<file path="src/rtl/sysbus_arbiter.sv">
// Round-robin arbiter between a pulsed debug port and a level-request CPU port onto one system bus.
// Define SYSBUS_ARB_TIMEOUT_EN to compile in the bus watchdog (limit set by TIMEOUT_CYCLES).
module sysbus_arbiter #(
    parameter int unsigned TIMEOUT_CYCLES = 1024
) (
    input  logic        clk,
    input  logic        rst,
    input  logic [31:0] dbg_addr,
    input  logic [31:0] dbg_wdata,
    input  logic [2:0]  dbg_size,
    input  logic        dbg_rd,
    input  logic        dbg_wr,
    output logic        dbg_busy,
    input  logic        cpu_req,
    input  logic        cpu_we,
    input  logic [31:0] cpu_addr,
    input  logic [31:0] cpu_wdata,
    input  logic [2:0]  cpu_size,
    output logic        cpu_ack,
    output logic [31:0] rsp_rdata,
    output logic        rsp_err,
    output logic [31:0] bus_addr,
    output logic [31:0] bus_wdata,
    output logic [2:0]  bus_size,
    output logic        bus_rd,
    output logic        bus_wr,
    input  logic [31:0] bus_rdata,
    input  logic        bus_ready,
    input  logic        bus_err
);

    typedef enum logic [1:0] {IDLE, ISSUE, WAIT} state_t;

    state_t      state_q, state_d;
    logic        dbg_pend_q, dbg_pend_d;
    logic        dbg_we_q, dbg_we_d;
    logic [31:0] dbg_addr_q, dbg_addr_d;
    logic [31:0] dbg_wdata_q, dbg_wdata_d;
    logic [2:0]  dbg_size_q, dbg_size_d;
    logic        last_dbg_q, last_dbg_d;
    logic        own_dbg_q, own_dbg_d;
    logic        cur_we_q, cur_we_d;
    logic [31:0] bus_addr_q, bus_addr_d;
    logic [31:0] bus_wdata_q, bus_wdata_d;
    logic [2:0]  bus_size_q, bus_size_d;
    logic        bus_rd_q, bus_rd_d;
    logic        bus_wr_q, bus_wr_d;
    logic        cpu_ack_q, cpu_ack_d;
    logic [31:0] rsp_rdata_q, rsp_rdata_d;
    logic        rsp_err_q, rsp_err_d;

    logic        cpu_req_v;
    logic        pick_dbg;
    logic        grant_we;
    logic        timeout;

    // cpu_req is still high in the ack cycle; it must not start a second transfer.
    assign cpu_req_v = cpu_req && !cpu_ack_q;
    // last_dbg_q=0 means the CPU was granted last, so debug wins a tie.
    assign pick_dbg  = dbg_pend_q && (!cpu_req_v || !last_dbg_q);
    assign grant_we  = pick_dbg ? dbg_we_q : cpu_we;

    assign dbg_busy  = dbg_pend_q | dbg_rd | dbg_wr;
    assign cpu_ack   = cpu_ack_q;
    assign rsp_rdata = rsp_rdata_q;
    assign rsp_err   = rsp_err_q;
    assign bus_addr  = bus_addr_q;
    assign bus_wdata = bus_wdata_q;
    assign bus_size  = bus_size_q;
    assign bus_rd    = bus_rd_q;
    assign bus_wr    = bus_wr_q;

`ifdef SYSBUS_ARB_TIMEOUT_EN
    localparam int unsigned CNT_W = $clog2(TIMEOUT_CYCLES + 1);

    logic [CNT_W-1:0] wd_cnt_q, wd_cnt_d;

    // Holds 1 while idle so the ISSUE cycle is counted as cycle 1.
    always_comb begin
        wd_cnt_d = CNT_W'(1);
        if (state_q != IDLE) wd_cnt_d = wd_cnt_q + CNT_W'(1);
    end

    always_ff @(posedge clk or posedge rst) begin
        if (rst) wd_cnt_q <= CNT_W'(1);
        else     wd_cnt_q <= wd_cnt_d;
    end

    assign timeout = (wd_cnt_q == CNT_W'(TIMEOUT_CYCLES));
`else
    assign timeout = 1'b0;

    if (TIMEOUT_CYCLES == 0) begin : g_zero_timeout
    end
`endif

    always_comb begin
        state_d     = state_q;
        dbg_pend_d  = dbg_pend_q;
        dbg_we_d    = dbg_we_q;
        dbg_addr_d  = dbg_addr_q;
        dbg_wdata_d = dbg_wdata_q;
        dbg_size_d  = dbg_size_q;
        last_dbg_d  = last_dbg_q;
        own_dbg_d   = own_dbg_q;
        cur_we_d    = cur_we_q;
        bus_addr_d  = bus_addr_q;
        bus_wdata_d = bus_wdata_q;
        bus_size_d  = bus_size_q;
        bus_rd_d    = 1'b0;
        bus_wr_d    = 1'b0;
        cpu_ack_d   = 1'b0;
        rsp_rdata_d = rsp_rdata_q;
        rsp_err_d   = rsp_err_q;

        if (!dbg_pend_q && (dbg_rd || dbg_wr)) begin
            dbg_pend_d  = 1'b1;
            dbg_we_d    = dbg_wr;
            dbg_addr_d  = dbg_addr;
            dbg_wdata_d = dbg_wdata;
            dbg_size_d  = dbg_size;
        end

        unique case (state_q)
            IDLE: begin
                if (dbg_pend_q || cpu_req_v) begin
                    state_d     = ISSUE;
                    own_dbg_d   = pick_dbg;
                    last_dbg_d  = pick_dbg;
                    cur_we_d    = grant_we;
                    bus_rd_d    = !grant_we;
                    bus_wr_d    = grant_we;
                    bus_addr_d  = pick_dbg ? dbg_addr_q  : cpu_addr;
                    bus_wdata_d = pick_dbg ? dbg_wdata_q : cpu_wdata;
                    bus_size_d  = pick_dbg ? dbg_size_q  : cpu_size;
                end
            end
            ISSUE, WAIT: begin
                state_d = WAIT;
                if (bus_ready || timeout) begin
                    state_d   = IDLE;
                    rsp_err_d = bus_ready ? bus_err : 1'b1;
                    if (!bus_ready)    rsp_rdata_d = '0;
                    else if (!cur_we_q) rsp_rdata_d = bus_rdata;
                    if (own_dbg_q) dbg_pend_d = 1'b0;
                    else           cpu_ack_d  = 1'b1;
                end
            end
            default: state_d = IDLE;
        endcase
    end

    always_ff @(posedge clk or posedge rst) begin
        if (rst) begin
            state_q     <= IDLE;
            dbg_pend_q  <= 1'b0;
            dbg_we_q    <= 1'b0;
            dbg_addr_q  <= '0;
            dbg_wdata_q <= '0;
            dbg_size_q  <= 3'd2;
            last_dbg_q  <= 1'b0;
            own_dbg_q   <= 1'b0;
            cur_we_q    <= 1'b0;
            bus_addr_q  <= '0;
            bus_wdata_q <= '0;
            bus_size_q  <= 3'd2;
            bus_rd_q    <= 1'b0;
            bus_wr_q    <= 1'b0;
            cpu_ack_q   <= 1'b0;
            rsp_rdata_q <= '0;
            rsp_err_q   <= 1'b0;
        end else begin
            state_q     <= state_d;
            dbg_pend_q  <= dbg_pend_d;
            dbg_we_q    <= dbg_we_d;
            dbg_addr_q  <= dbg_addr_d;
            dbg_wdata_q <= dbg_wdata_d;
            dbg_size_q  <= dbg_size_d;
            last_dbg_q  <= last_dbg_d;
            own_dbg_q   <= own_dbg_d;
            cur_we_q    <= cur_we_d;
            bus_addr_q  <= bus_addr_d;
            bus_wdata_q <= bus_wdata_d;
            bus_size_q  <= bus_size_d;
            bus_rd_q    <= bus_rd_d;
            bus_wr_q    <= bus_wr_d;
            cpu_ack_q   <= cpu_ack_d;
            rsp_rdata_q <= rsp_rdata_d;
            rsp_err_q   <= rsp_err_d;
        end
    end

endmodule

</file>
<file path="config.mk">
export PLATFORM = sky130hd
export DESIGN_NAME = sysbus_arbiter
export DESIGN_NICKNAME = d
export VERILOG_FILES = /design/src/rtl/sysbus_arbiter.sv
export SDC_FILE = /design/constraint.sdc
export NUM_CORES = 1
export LEC_CHECK = 0
export CAP_MARGIN = 20
export CORE_ASPECT_RATIO = 0.7
export CORE_MARGIN = 3
export CORE_UTILIZATION = 46
export DETAILED_ROUTE_END_ITERATION = 10
export GPL_ROUTABILITY_DRIVEN = 0
export PLACE_DENSITY_LB_ADDON = 0.1
export SYNTH_ARGS = -nofsm -noshare
export SYNTH_HDL_FRONTEND = slang
export SYNTH_SLANG_ARGS = --single-unit
</file>
<file path="constraint.sdc">
create_clock -name clk -period 7.2 [get_ports clk]
set_clock_uncertainty 0.05 [all_clocks]
set_input_delay 1.44 -clock clk [delete_from_list [all_inputs] [get_ports clk]]
set_output_delay 1.44 -clock clk [all_outputs]
set_load 0.01 [all_outputs]
</file>
==> summary.md <==
| Metric | Value |
|---|---|
| Status | `finished, final reports clean` |
| Vias | `6573` |
| Total GRT Usage | `23.4%` |
| Worst Path Max Fanout | `3` |
| Slew @ Worst Pin | `approximately 1.0 ns` |
| Post-synth top flop | `dfrtp_1` |
| Fill count | `1300` |
| Setup crit start kind | `input pin` |
| Vias in the first global route | `6732` |
| Slew Limit Fails | `0` |
| Synth async-reset ratio | `100%` |
| CP Capture Type | `output port` |
| Residual DRC count | `0` |
| Hold_buf cts | `0` |
| Synth Cell Area | `0.00826 mm2` |
| Critical R2R Launch | `dbg_pend_q` |
| #FFs+latches synth | `176` |
| Initial DRC count | `671` |
| Post-CTS setup buffers | `0` |
| Final WS setup | `2.91 ns` |
| TritonCTS buffer count | `17` |
| Nets@finish | `around 1100` |
| Worst Hold Launch | `dbg_addr_q[12]` |
| H-Tree Depth | `4` |
| Post-synth cell types | `29` |
| Boundary Pins | `278` |
| PD cells | `476 mW/mm2` |
| Gate count after technology mapping | `713` |
| GR Overflow Total | `0` |
| Port bufs | `~280` |
| Initial Utilization | `a little under half` |
| Pleak | `5.17 nW` |
| Crit. Startpoint | `dbg_wr` |
| Fraction of the yosys area taken by sequential cells | `53.3%` |
| Worst path arrival time | `2.80 ns` |
| # setup viols final | `0` |
| Die X | `166 um` |
| Clk buf depth | `2` |
| Reg2Reg Setup Slack | `3.50 ns` |
| Hold WS | `0.457 ns` |
| Wire per inst | `19.3 um` |
| Data required time of the worst path | `5.71 ns` |
| TritonCTS clock tree | `yes` |
| Share of layout cells above drive strength 1 | `22.9%` |
| Clock tree sinks | `~180` |
| Final hold viol count | `0` |
| CP Class | `in -> out` |
| Worst setup slack after placement | `2.92 ns` |
| Worst reg2reg path depth | `5` |
| WL final | `about 23000 um` |
| Core box area | `between 0.015 and 0.02 mm2` |
| Yosys warns | `0` |
| Fmax | `233 MHz` |
| Vias per cell | `between 5 and 6` |
| Clk_lat worst skew | `~0.42 ns` |
| R2r endpoint | `dbg_addr_q[28]` |
| Largest net degree at the start of global routing | `77` |
| DP HPWL | `15200 um` |
| Ant diodes | `0` |
| Initial antenna violation count | `0` |
| First drt pass iteration count | `6` |
| Period utilisation layout | `59.6%` |
| Slew Limit Headroom | `30.5%` |
| PostCTS Resize Cnt | `0` |
| Synth-to-layout area growth | `41.7%` |
| First-pass GRT wire length | `about 37000 um` |
| Min-Delay Path Class | `reg -> reg` |
| Die outline area | `slightly below 0.02 mm2` |
| Post-synth EDFFs | `0` |
| Root Driver | `clkbuf_16` |
| Period minus WS final | `4.29 ns` |
| Chip height | `118 um` |
| Maximum vdd drop | `0.000220 V` |
| Antenna violation net count after detailed routing | `0` |
| TNS Setup | `0 ns` |
| Max_cap viols | `0` |
| Average cell area after synthesis | `11.6 um2` |
| Placement row count | `40` |
| RSZ-0062 raised after global routing | `false` |
| Syn_nets | `888` |
| Clock transition at path regs | `approximately 0.060 ns` |
| Critical Path End | `dbg_busy` |
## logic make-up (layout without fill, tap and decap cells)
group	count (synthesis)	count (layout)	synth area share [%]
AOI/OAI and AO/OA	209	209	20.1
DFF	176	176	53.3
buffers and inverters	144	392	7.65
muxes	102	102	14.8
and+or+nand+nor	81	81	4.00
adders and majority gates	1	1	0.151
## worst min-delay path by stage
stage | slack [ns] | to | depth (start not counted)
after floorplan | 0.41 | cpu_ack | 1
after global placement | 0.44 | dbg_addr_q[7] | 1
after detailed placement | 0.44 | bus_size[1] | 2
after CTS | 0.46 | bus_size[1] | 2
after global routing | 0.47 | dbg_wdata_q[30] | 1
final | 0.46 | dbg_addr_q[12] | 1
## worst max-delay path: stages
cell and delay, ns:
clkdlybuf4s50_1 0.48, or3_1 0.39, clkdlybuf4s50_1 0.49
## sequential cells by signal, summed over array words and instances, names as in the netlist
signal       flops
bus_addr        32
bus_wdata       32
dbg_addr_q      32
dbg_wdata_q     32
rsp_rdata       32
bus_size         3
dbg_size_q       3
state_q          2
bus_rd           1
bus_wr           1
cpu_ack          1
cur_we_q         1
dbg_pend_q       1
dbg_we_q         1
own_dbg_q        1
rsp_err          1
## metal layers
layer	share of wire, %	GRT usage [%]
met2	48	36.9
met5	0	0
met1	44	33.3
met3	6.5	4.83
met4	1.5	6.18
## synthesized netlist by cell type (2+ instances only)
master,n,share of area [%]
clkbuf_1,33,1.5
o21ai_2,2,0.21
nand2_1,69,3.1
nand3_1,3,0.18
inv_1,72,3.3
and2_1,2,0.15
o21ai_0,68,4.1
buf_6,5,0.68
buf_2,29,1.8
o221a_2,68,9.3
mux2_2,81,11
buf_4,4,0.36
dfrtp_1,174,53
mux2_4,20,3.6
dfstp_2,2,0.64
a22oi_1,68,6.2
## power by group
part           switching [W]  internal (W)  total, W
sequential          0.000339       0.00152   0.00186
combinational        0.00122       0.00153   0.00275
clock               0.000402      0.000553  0.000955
## placed cells by master (no fill, tap or decap), types with 2 or more instances in the layout
cell / synthesis / layout
a22oi_1: 68 / 68
nand3_1: 3 / 3
buf_4: 4 / 9
inv_6: 0 / 4
clkdlybuf4s50_1: 0 / 277
clkinv_4: 0 / 4
nand2_1: 69 / 69
mux2_4: 20 / 20
bufinv_16: 0 / 3
dfstp_2: 2 / 2
o21ai_0: 68 / 68
clkbuf_16: 0 / 17
o21ai_4: 0 / 2
clkinv_2: 0 / 2
o221a_2: 68 / 68
mux2_2: 81 / 81
dfrtp_1: 174 / 173
inv_1: 72 / 71
and2_1: 2 / 2
## stage by stage
| stage | power (W) | instance area (um2) | utilization [%] | cells |
|---|---|---|---|---|
| CTS | 0.00558 | 11700 | 67.3 | 1191 |
| global placement | 0.00449 | 11100 | 63.8 | 1159 |
| detailed placement | 0.00460 | 11100 | 63.8 | 1159 |
| finish | 0.00557 | 11700 | 67.4 | 1192 |
| floorplan | 0.00354 | 8260 | - | 713 |
| global route | 0.00592 | 11700 | 67.4 | 1192 |
## final cells by class
| type | instances | area [um2] | area share, % |
|---|---|---|---|
| clock buffer | 18 | 429 | 3.66 |
| clock inverter | 14 | 180 | 1.54 |
| inverter | 73 | 282 | 2.40 |
| multi-input combinational | 393 | 3250 | 27.8 |
| sequential | 176 | 4410 | 37.7 |
| tap | 231 | 289 | 2.47 |
| timing repair buffer | 287 | 2870 | 24.5 |
(Power assumes the default switching activity.)
